**src/rtl/instr_pkg.sv**
```systemverilog
// ---------------------------------------------------------------------------
// instr_pkg : request kinds, opcodes, formats and FSM states for the encoder
// Revision  : 1.0
// ---------------------------------------------------------------------------
`default_nettype none

package instr_pkg;

  typedef enum logic [4:0] {
    K_RTYPE = 5'd0,  K_ITYPE = 5'd1,  K_LOAD  = 5'd2,  K_STORE = 5'd3,
    K_BRANCH = 5'd4, K_JAL   = 5'd5,  K_JALR  = 5'd6,  K_LUI   = 5'd7,
    K_AUIPC = 5'd8,  K_LI    = 5'd9,
    K_RTI   = 5'd16, K_RSI   = 5'd17, K_RDI   = 5'd18, K_SND   = 5'd19,
    K_PPU   = 5'd20, K_SAC   = 5'd21, K_RND   = 5'd22, K_UAD   = 5'd23
  } req_kind_e;

  // Opcodes shared with the instruction decoder
  localparam logic [6:0] c_op_rtype  = 7'b0110011;
  localparam logic [6:0] c_op_itype  = 7'b0010011;
  localparam logic [6:0] c_op_load   = 7'b0000011;
  localparam logic [6:0] c_op_store  = 7'b0100011;
  localparam logic [6:0] c_op_branch = 7'b1100011;
  localparam logic [6:0] c_op_jal    = 7'b1101111;
  localparam logic [6:0] c_op_jalr   = 7'b1100111;
  localparam logic [6:0] c_op_lui    = 7'b0110111;
  localparam logic [6:0] c_op_auipc  = 7'b0010111;
  localparam logic [6:0] c_op_rti    = 7'b0001000;
  localparam logic [6:0] c_op_rsi    = 7'b0001001;
  localparam logic [6:0] c_op_rdi    = 7'b0001010;
  localparam logic [6:0] c_op_snd    = 7'b0001011;
  localparam logic [6:0] c_op_ppu    = 7'b0101000;
  localparam logic [6:0] c_op_sac    = 7'b0101001;
  localparam logic [6:0] c_op_rnd    = 7'b0101010;
  localparam logic [6:0] c_op_uad    = 7'b0101011;

  typedef enum logic [2:0] {FMT_R, FMT_I, FMT_S, FMT_B, FMT_U, FMT_J} fmt_e;

  typedef enum logic [0:0] {S_IDLE = 1'b0, S_LI_LO = 1'b1} enc_state_e;

  // True when v is representable as a two's-complement value of 'bits' bits
  function automatic logic fits_signed(input logic [31:0] v, input int unsigned bits);
    logic [31:0] s;
    s = 32'($signed(v) >>> (bits - 1));
    return (s == '0) || (s == '1);
  endfunction

endpackage

`default_nettype wire

```
**src/rtl/instr_field_packer.sv**
```systemverilog
// ---------------------------------------------------------------------------
// instr_field_packer : combinational field-to-word packer with legality check
// Revision           : 1.0
// ---------------------------------------------------------------------------
`default_nettype none

module instr_field_packer
  import instr_pkg::*;
(
  input  logic [4:0]  kind,
  input  logic [2:0]  funct3,
  input  logic        alt,
  input  logic [4:0]  rd,
  input  logic [4:0]  rs1,
  input  logic [4:0]  rs2,
  input  logic [31:0] imm,
  output logic [31:0] word,
  output logic        illegal
);

  fmt_e       fmt;
  logic [6:0] opcode;
  logic       w_shift_imm;

  assign w_shift_imm = (kind == K_ITYPE) && (funct3[1:0] == 2'b01);

  always_comb begin
    fmt     = FMT_I;
    opcode  = c_op_itype;
    illegal = 1'b0;
    case (kind)
      K_RTYPE:  begin fmt = FMT_R; opcode = c_op_rtype; end
      K_ITYPE:  opcode = c_op_itype;
      K_LOAD:   opcode = c_op_load;
      K_STORE:  begin fmt = FMT_S; opcode = c_op_store; end
      K_BRANCH: begin
        fmt     = FMT_B;
        opcode  = c_op_branch;
        illegal = imm[0] || !fits_signed(imm, 13);
      end
      K_JAL: begin
        fmt     = FMT_J;
        opcode  = c_op_jal;
        illegal = imm[0] || !fits_signed(imm, 21);
      end
      K_JALR:   opcode = c_op_jalr;
      K_LUI:    begin fmt = FMT_U; opcode = c_op_lui; end
      K_AUIPC:  begin fmt = FMT_U; opcode = c_op_auipc; end
      K_RTI:    opcode = c_op_rti;
      K_RSI:    opcode = c_op_rsi;
      K_RDI:    opcode = c_op_rdi;
      K_SND:    opcode = c_op_snd;
      K_PPU:    opcode = c_op_ppu;
      K_SAC:    opcode = c_op_sac;
      K_RND:    opcode = c_op_rnd;
      K_UAD:    opcode = c_op_uad;
      default:  illegal = 1'b1;
    endcase
  end

  always_comb begin
    word = '0;
    case (fmt)
      FMT_R: word = {1'b0, alt, 5'b0, rs2, rs1, funct3, rd, opcode};
      FMT_I: begin
        if (w_shift_imm) word = {1'b0, alt, 5'b0, imm[4:0], rs1, funct3, rd, opcode};
        else             word = {imm[11:0], rs1, funct3, rd, opcode};
      end
      FMT_S: word = {imm[11:5], rs2, rs1, funct3, imm[4:0], opcode};
      FMT_B: word = {imm[12], imm[10:5], rs2, rs1, funct3, imm[4:1], imm[11], opcode};
      FMT_U: word = {imm[31:12], rd, opcode};
      FMT_J: word = {imm[20], imm[10:1], imm[11], imm[19:12], rd, opcode};
      default: word = '0;
    endcase
  end

endmodule

`default_nettype wire

```
**src/rtl/instr_stream_encoder.sv**
```systemverilog
// ---------------------------------------------------------------------------
// instr_stream_encoder : assembles symbolic requests into sequential imem words
// Revision             : 1.0
// ---------------------------------------------------------------------------
`default_nettype none

module instr_stream_encoder
  import instr_pkg::*;
#(
  parameter int ADDR_W = 10,
  parameter int DEPTH  = 1024
) (
  input  logic              clk,
  input  logic              rst,
  input  logic              base_load,
  input  logic [ADDR_W-1:0] base_addr,
  input  logic              req_valid,
  output logic              req_ready,
  input  logic [4:0]        req_kind,
  input  logic [2:0]        req_funct3,
  input  logic              req_alt,
  input  logic [4:0]        req_rd,
  input  logic [4:0]        req_rs1,
  input  logic [4:0]        req_rs2,
  input  logic [31:0]       req_imm,
  output logic              mem_we,
  output logic [ADDR_W-1:0] mem_addr,
  output logic [31:0]       mem_wdata,
  output logic [ADDR_W-1:0] wptr,
  output logic              full,
  output logic              err
);

  localparam logic [ADDR_W-1:0] c_last_addr = ADDR_W'(DEPTH - 1);

  enc_state_e        state_q, state_d;
  logic [ADDR_W-1:0] wptr_q, wptr_d;
  logic              full_q, full_d;
  logic              mem_we_q, mem_we_d;
  logic [ADDR_W-1:0] mem_addr_q, mem_addr_d;
  logic [31:0]       mem_wdata_q, mem_wdata_d;
  logic              err_q, err_d;
  logic [4:0]        pend_rd_q, pend_rd_d;
  logic [11:0]       pend_lo_q, pend_lo_d;

  logic [4:0]        pk_kind, pk_rd, pk_rs1, pk_rs2;
  logic [2:0]        pk_funct3;
  logic              pk_alt;
  logic [31:0]       pk_imm, pk_word;
  logic              pk_illegal;

  logic              w_accept, w_is_li, w_li_short, w_li_two, w_write;
  logic [ADDR_W-1:0] w_waddr;

  assign req_ready  = (state_q == S_IDLE) && !full_q;
  assign w_accept   = req_valid && req_ready;
  assign w_is_li    = (req_kind == K_LI);
  assign w_li_short = fits_signed(req_imm, 12);
  assign w_li_two   = !w_li_short && (req_imm[11:0] != 12'd0);

  // LI is lowered to ADDI/LUI here; the held ADDI is re-packed in LI_LO
  always_comb begin
    pk_kind   = req_kind;
    pk_funct3 = req_funct3;
    pk_alt    = req_alt;
    pk_rd     = req_rd;
    pk_rs1    = req_rs1;
    pk_rs2    = req_rs2;
    pk_imm    = req_imm;
    if (state_q == S_LI_LO) begin
      pk_kind   = K_ITYPE;
      pk_funct3 = 3'b000;
      pk_alt    = 1'b0;
      pk_rd     = pend_rd_q;
      pk_rs1    = pend_rd_q;
      pk_rs2    = 5'd0;
      pk_imm    = {{20{pend_lo_q[11]}}, pend_lo_q};
    end else if (w_is_li) begin
      pk_funct3 = 3'b000;
      pk_alt    = 1'b0;
      pk_rs2    = 5'd0;
      if (w_li_short) begin
        pk_kind = K_ITYPE;
        pk_rs1  = 5'd0;
      end else begin
        // Rounding the upper part compensates for the sign-extended low ADDI
        pk_kind = K_LUI;
        pk_imm  = req_imm + 32'h0000_0800;
      end
    end
  end

  instr_field_packer u_packer (
    .kind    (pk_kind),
    .funct3  (pk_funct3),
    .alt     (pk_alt),
    .rd      (pk_rd),
    .rs1     (pk_rs1),
    .rs2     (pk_rs2),
    .imm     (pk_imm),
    .word    (pk_word),
    .illegal (pk_illegal)
  );

  always_comb begin
    state_d     = state_q;
    wptr_d      = wptr_q;
    full_d      = full_q;
    mem_we_d    = 1'b0;
    mem_addr_d  = mem_addr_q;
    mem_wdata_d = mem_wdata_q;
    err_d       = 1'b0;
    pend_rd_d   = pend_rd_q;
    pend_lo_d   = pend_lo_q;
    w_write     = 1'b0;
    w_waddr     = wptr_q;
    case (state_q)
      S_IDLE: begin
        if (base_load) begin
          wptr_d  = base_addr;
          full_d  = 1'b0;
          w_waddr = base_addr;
        end
        if (w_accept) begin
          if (pk_illegal) begin
            err_d = 1'b1;
          end else begin
            w_write = 1'b1;
            if (w_is_li && w_li_two) begin
              state_d   = S_LI_LO;
              pend_rd_d = req_rd;
              pend_lo_d = req_imm[11:0];
            end
          end
        end
      end
      S_LI_LO: begin
        w_write = 1'b1;
        state_d = S_IDLE;
      end
      default: state_d = S_IDLE;
    endcase
    if (w_write) begin
      mem_we_d    = 1'b1;
      mem_addr_d  = w_waddr;
      mem_wdata_d = pk_word;
      if (w_waddr == c_last_addr) begin
        wptr_d = '0;
        full_d = 1'b1;
      end else begin
        wptr_d = w_waddr + ADDR_W'(1);
      end
    end
  end

  always_ff @(posedge clk or posedge rst) begin
    if (rst) begin
      state_q     <= S_IDLE;
      wptr_q      <= '0;
      full_q      <= 1'b0;
      mem_we_q    <= 1'b0;
      mem_addr_q  <= '0;
      mem_wdata_q <= '0;
      err_q       <= 1'b0;
      pend_rd_q   <= '0;
      pend_lo_q   <= '0;
    end else begin
      state_q     <= state_d;
      wptr_q      <= wptr_d;
      full_q      <= full_d;
      mem_we_q    <= mem_we_d;
      mem_addr_q  <= mem_addr_d;
      mem_wdata_q <= mem_wdata_d;
      err_q       <= err_d;
      pend_rd_q   <= pend_rd_d;
      pend_lo_q   <= pend_lo_d;
    end
  end

  assign mem_we    = mem_we_q;
  assign mem_addr  = mem_addr_q;
  assign mem_wdata = mem_wdata_q;
  assign wptr      = wptr_q;
  assign full      = full_q;
  assign err       = err_q;

endmodule

`default_nettype wire

```
**config.mk**
```make
export PLATFORM = sky130hd
export DESIGN_NAME = instr_stream_encoder
export DESIGN_NICKNAME = d
export VERILOG_FILES = /design/src/rtl/instr_pkg.sv /design/src/rtl/instr_field_packer.sv /design/src/rtl/instr_stream_encoder.sv
export SDC_FILE = /design/constraint.sdc
export NUM_CORES = 1
export LEC_CHECK = 0
export ABC_AREA = 1
export BUFFER_PORTS_ARGS = -buffer_cell sky130_fd_sc_hd__buf_2
export CAP_MARGIN = 20
export CORE_MARGIN = 4
export CORE_UTILIZATION = 57
export CTS_BUF_LIST = sky130_fd_sc_hd__clkbuf_8
export DETAILED_ROUTE_END_ITERATION = 6
export GPL_ROUTABILITY_DRIVEN = 1
export PLACE_DENSITY = 0.85
export SLEW_MARGIN = 40
export SYNTH_ARGS = -nofsm -noshare
export SYNTH_HDL_FRONTEND = slang
export SYNTH_SLANG_ARGS = --single-unit
export TNS_END_PERCENT = 10
```
**constraint.sdc**
```tcl
create_clock -name clk -period 3 [get_ports clk]
set_input_delay 0.15 -clock clk [delete_from_list [all_inputs] [get_ports clk]]
set_output_delay 0.15 -clock clk [all_outputs]
set_load 0.01 [all_outputs]
```
**After elaboration in Yosys (flattened, before gate mapping)**

Cells that the tools add are included.

- Register bits after elaboration: 73
- Output and inout bits: 56
- Word-level logic and storage cells: 103

- Add/sub/neg operators: 2
- Eq/ne operators: 27
- Multiplexer cells: 40
- Bitwise operators: 2
- Reductions and logical operators: 23

Operators with widths:

| operator | number |
|---|---|
| one-hot mux 32 bit (6 select lines) | 1 |
| two-way mux 32 bit | 4 |
| one-hot mux 7 bit (16 select lines) | 1 |
| == test 32 bit, second input constant | 3 |
| zero test 32 bit | 3 |
| == test 5 bit, second input constant | 8 |
| two-way mux 10 bit | 4 |
| two-way mux 5 bit | 8 |
| adder 32 x 12 -> 32 bit, second input constant | 1 |
| == test 5 x 3 -> 1 bit, second input constant | 4 |
| two-way mux 1 bit | 15 |
| one-hot mux 3 bit (5 select lines) | 1 |
| OR reduction 15 bit | 1 |
| nonzero test 12 bit | 1 |
| adder 10 x 1 -> 10 bit, second input constant | 1 |
| == test 10 bit, second input constant | 1 |
| == test 5 x 2 -> 1 bit, second input constant | 2 |
| == test 5 x 4 -> 1 bit, second input constant | 2 |
| two-way mux 3 bit | 3 |
| == test 3 x 2 -> 1 bit, second input constant | 2 |
| == test 3 bit, second input constant | 2 |
| == test 5 x 1 -> 1 bit, second input constant | 1 |
| logical AND 1 bit | 5 |
| zero test 5 bit | 1 |
| other kinds (10) | 19 |

**Longest topological paths before layout**

- Depth after elaboration: 14
- Gate-level depth with buffers: 25
- Mapped depth without buffers: 24

**Hierarchy**

Synthesis repeated with hierarchy kept, for this count alone.

- Cells, all modules: 886
- Area total of the unflattened synthesis: 5,626.6 um2

Modules (own cells, without submodules):

| module | times used | cells each | area an instance (um2) | seq. area each (um2) |
|---|---|---|---|---|
| instr_stream_encoder | 1 | 670 | 4,585.6 | 1,826.8 |
| instr_field_packer | 1 | 216 | 1,041.0 | 0.0 |

**Worst setup path before layout**

OpenSTA, ideal clock, no wires.

- Path kind: flip-flop to flip-flop
- Start point: register state_q
- End point: register wptr_q[0] (netlist: wptr[0])
- Data arrival time: 2,403 ps
- Path slack: 480 ps
- Stages on the path, launching flop included: 18
- Path buffers: 2
- Cell sequence: dfrtp_1 -> buf_2 -> inv_2 -> nand2_1 -> buf_2 -> nand2_1 -> o21ai_0 -> inv_1 -> ha_1 -> nand2_1 -> nor2_1 -> nand4_1 -> nor3_1 -> inv_1 -> nand2_1 -> inv_1 -> nand2_1 -> nand2_1

RTL lines:

| what | line | source |
|---|---|---|
| from (decl) | instr_stream_encoder.sv:36 | `enc_state_e state_q, state_d;` |
| from (signal assigned) | instr_stream_encoder.sv:168 | `state_q <= state_d;` |
| two-way mux 10 bit (*) | instr_stream_encoder.sv:117 | `case (state_q)` |
| via w_waddr[0] | instr_stream_encoder.sv:53 | `logic [ADDR_W-1:0] w_waddr;` |
| adder 10 x 1 -> 10 bit or == test 10 bit (tied branches) | instr_stream_encoder.sv:151, instr_stream_encoder.sv:147 |  |
| two-way mux 10 bit | instr_stream_encoder.sv:147 | `if (w_waddr == c_last_addr) begin` |
| two-way mux 10 bit (*) | instr_stream_encoder.sv:143 | `if (w_write) begin` |
| via wptr_d[0] | instr_stream_encoder.sv:37 | `logic [ADDR_W-1:0] wptr_q, wptr_d;` |
| to (signal assigned) | instr_stream_encoder.sv:169 | `wptr_q <= wptr_d;` |
| to (decl) | instr_stream_encoder.sv:37 |  |

The timed path passes the listed nets; every way through them passes the cells marked *.
A chain may end at the register's enable or synchronous reset.

**Worst setup path in the final report**

- Start point: register state_q
- End point: register mem_wdata_q[21] (netlist: mem_wdata[21])

- Cells in the longest elaborated chain, start to end: 9

Ends and longest elaborated chain:

| what | line | source |
|---|---|---|
| two-way mux 32 bit | instr_stream_encoder.sv:70 | `if (state_q == S_LI_LO) begin` |
| == test 32 bit or zero test 32 bit (tied branches) | instr_pkg.sv:44 | `return (s == '0) \|\| (s == '1);` |
| logical OR 1 bit | instr_pkg.sv:44 |  |
| zero test 1 bit, on equally long branches | instr_field_packer.sv:44, instr_field_packer.sv:39 |  |
| logical OR 1 bit, on equally long branches | instr_field_packer.sv:44, instr_field_packer.sv:39 |  |
| one-hot mux 1 bit (3 select lines) | instr_field_packer.sv:31 | `case (kind)` |
| two-way mux 1 bit | instr_stream_encoder.sv:125 | `if (pk_illegal) begin` |
| two-way mux 1 bit | instr_stream_encoder.sv:124 | `if (w_accept) begin` |
| one-hot mux 1 bit (2 select lines) | instr_stream_encoder.sv:117 |  |
| to (signal assigned) | instr_stream_encoder.sv:173 | `mem_wdata_q <= mem_wdata_d;` |
| to (decl) | instr_stream_encoder.sv:41 | `logic [31:0] mem_wdata_q, mem_wdata_d;` |

Several ways; a longest one is shown, not always the timed one.

==> summary.txt <==
Place
  – RePlAce Congestion: slightly below 1
  – Final HPWL DP: around 13000 um
  – Port-buffer cells: 125

Floorplanning
  – Area of the die: 0.0114 sq mm
  – Die width: 107 um
  – Core footprint: 0.00937 sq mm
  – Std cell rows: 35
  – Initial Utilization: 59.2%
  – Chip height: 107 um
  – IO Pins: 126

Detailed routing
  – Via count: 6334
  – Wire length per cell: 15.5 um
  – Starting DRT DRC Count: 741
  – Pre-Repair DR Iteration Count: 7
  – Antenna viol nets, final: 0
  – Post-Route WL: 17500 um
  – Via/cell ratio: 5.61
  – Drt drc: 1

Logic synthesis
  – Sequential area share after synthesis: 32.9%
  – Post-synth top area cell: dfrtp_1
  – Gate Count Post-Synth: 870
  – Synth top area share: 32.9%
  – Post-synthesis cell type count: 44
  – Synth area leaders: dfrtp_1 33%, nand2_1 19%, nand3_1 11%
  – Yosys reg bits: 73
  – Mapped Nets: ~940
  – Syn Area/Cell: ~6.4 sq um
  – Cell Area, Synth: 0.00555 sq mm
  – Synth Warn #: 0

CTS
  – Number of clock sinks: 73
  – CTS tree: yes
  – CTS Buf Count: 9
  – H-Tree Depth: 3
  – Clock latency on the worst-skew pair: 350 ps
  – CTS Root Cell: clkbuf_8
  – Setup bufs post-CTS: 0
  – Max Root-Sink Buffers: 2
  – Clock transition at path regs: 80 ps

Critical path
  – Startpoint types: flop
  – Setup crit end kind: flop
  – Critical path class: reg2reg
  – Arrival time worst endpoint: 3020 ps
  – Worst Path Max Fanout: 8
  – Worst EP required: 3290 ps

STA
  – Slew headroom: 56.8%
  – Clock Skews: 8.91 ps
  – WHS: 15.7 ps
  – Tcrit/Tclk final: 90.9%
  – Final setup violation count: 0
  – Fin. max-slew vios: 0
  – Max frequency: 0.367 GHz
  – Worst-Margin Slew: 641 ps
  – Final Hold Fails: 0
  – Setup TNS: 0 ps
  – Minimum clock period: 2730 ps

GRT
  – Largest net degree at the start of global routing: 55
  – Overall routing resource usage: roughly 30%
  – GR Overflow Total: 0
  – First-pass GRT wire length: 27900 um
  – Vias in the first global route: 5799
  – Initial antenna violation count: 1

Cells and area
  – Most common cell after layout, fill and taps aside: nand2_1
  – Most frequent cells in the layout: 284 x nand2_1, 127 x nand3_1, 125 x buf_2, 88 x inv_1, 85 x nor2_1
  – Layout area overhead: 17.3%
  – Fin nets: ~1100
  – Fraction of layout cells with a size suffix above 1: between 20% and 30%

Power
  – Switching power: approximately 0.0011 W
  – Switching Fraction: 36.3%
  – Combinational Power Share: 31.5%
  – Clk network pwr share: between 20% and 30%
  – Peak supply drop: about 0.33 mV
  – Internal power: 0.00189 W
  – Overall Power: 0.00297 W
  – Lkg Pwr: 3.62 nW
  – Pwr dens: 457 mW/mm^2
  – Sequential share of power: 43.8%

Job
  – Max cap viols: 0

Run status
  – Status: finished with violations
  – Failing checks: design-rule violations

Min path
  – Min-delay worst type: in2reg
==> stage by stage <==
step / std cells / util (%) / worst slack (ps) / instance area [sq um]
after floorplan: 870 / - / 480 / 5550
after CTS: 1128 / 69.3 / 125 / 6490
after detailed placement: 1111 / 67.2 / 50.0 / 6300
after global placement: 1111 / 67.2 / 103 / 6300
final: 1129 / 69.4 / 272 / 6510
after global routing: 1129 / 69.4 / -21.6 / 6510
==> cell usage after synthesis (all sizes together) <==
library cell / count
nand2: 293
nand3: 131
inv: 101
nor2: 92
dfrtp: 73
o21ai: 54
buf: 24
a21oi: 19
nand4: 19
clkbuf: 11
nor3: 8
o22ai: 7
o211ai: 6
nand3b: 5
nor4: 5
xor2: 4
ha: 3
mux2: 3
a31oi: 2
xnor2: 2
a221oi: 1
a311oi: 1
clkinv: 1
mux2i: 1
nor3b: 1
o21a: 1
o221ai: 1
or2: 1
==> per-layer routing <==
metal / global-route usage [%] / up-vias / part of all wire, %
li1: - / 3070 / -
met1: 41.8 / 2818 / 42
met2: 48.3 / 396 / 45
met5: 0 / - / 0
met4: 11.3 / 0 / 2.8
met3: 4.94 / 50 / 9.8
==> timing repair <==
item / CTS / global route
resized for setup: 0 / 2
endpoints found under the setup margin: 0 / 7
hold buffers: 1 / 0
hold endpoints to repair: 27 / 0
==> critical path, cell delays in order, from the launching register on <==
cell and delay (ps):
dfrtp_1 430, nor2_1 300, inv_1 130, o21ai_4 150
o21ai_2 140, nand3_1 140, nor2_1 80, buf_4 140
inv_2 130, nand2_1 90, nor2_1 190, inv_2 130
nor2_1 280, nand2_1 90, o211ai_1 110, nand2_1 70
nand2_1 70
==> layout make-up <==
| class | instances | area [sq um] |
|---|---|---|
| Antenna cell | 1 | 2.50 |
| Clock buffer | 11 | 151 |
| Clock inverter | 5 | 30.0 |
| Fill cell | 864 | 2860 |
| Inverter | 102 | 384 |
| Multi-Input combinational cell | 660 | 3140 |
| Sequential cell | 73 | 1830 |
| Tap cell | 129 | 161 |
| Timing Repair Buffer | 148 | 813 |
==> logic make-up after synthesis <==
group                    share of synthesized area (%)
AO/OA/AOI/OAI                                     9.49
buffers and inverters                             10.7
multiplexers                                     0.789
XOR/XNOR                                         0.947
AND/OR/NAND/NOR                                   44.4
adder cells (fa/ha/maj)                          0.677
flip-flops                                        32.9
==> power groups by stage <==
stage / combinational (W) / clock, W / sequential (W)
detailed placement: 0.000922 / 0 / 0.00132
global placement: 0.000906 / 0 / 0.00131
CTS: 0.000932 / 0.000741 / 0.00130
finish: 0.000937 / 0.000736 / 0.00130
global route: 0.00104 / 0.000788 / 0.00132
floorplan: 0.000488 / 0 / 0.00138
==> flip-flops by register name (all words and copies together), names as in the netlist, 5 cells and up <==
| name | count |
|---|---|
| mem_addr | 10 |
| mem_wdata | 32 |
| pend_lo_q | 12 |
| pend_rd_q | 5 |
| wptr | 10 |
==> final timing paths <==
| check | cells past startpoint | to | slack, ps | startpoint |
|---|---|---|---|---|
| worst max register to register | 16 | mem_wdata[21] | 270 | state_q |
| max in group asynchronous | 4 | mem_wdata[6] | 1810 | rst |
| worst min-delay path | 3 | pend_rd_q[2] | 20 | req_rd[2] |
| min in group asynchronous | 3 | mem_wdata[27] | 410 | rst |
| worst min register to register | 2 | pend_rd_q[4] | 490 | pend_rd_q[4] |
| worst max-delay path | 16 | mem_wdata[21] | 270 | state_q |
Note: power is estimated with default switching activity, not from simulation.
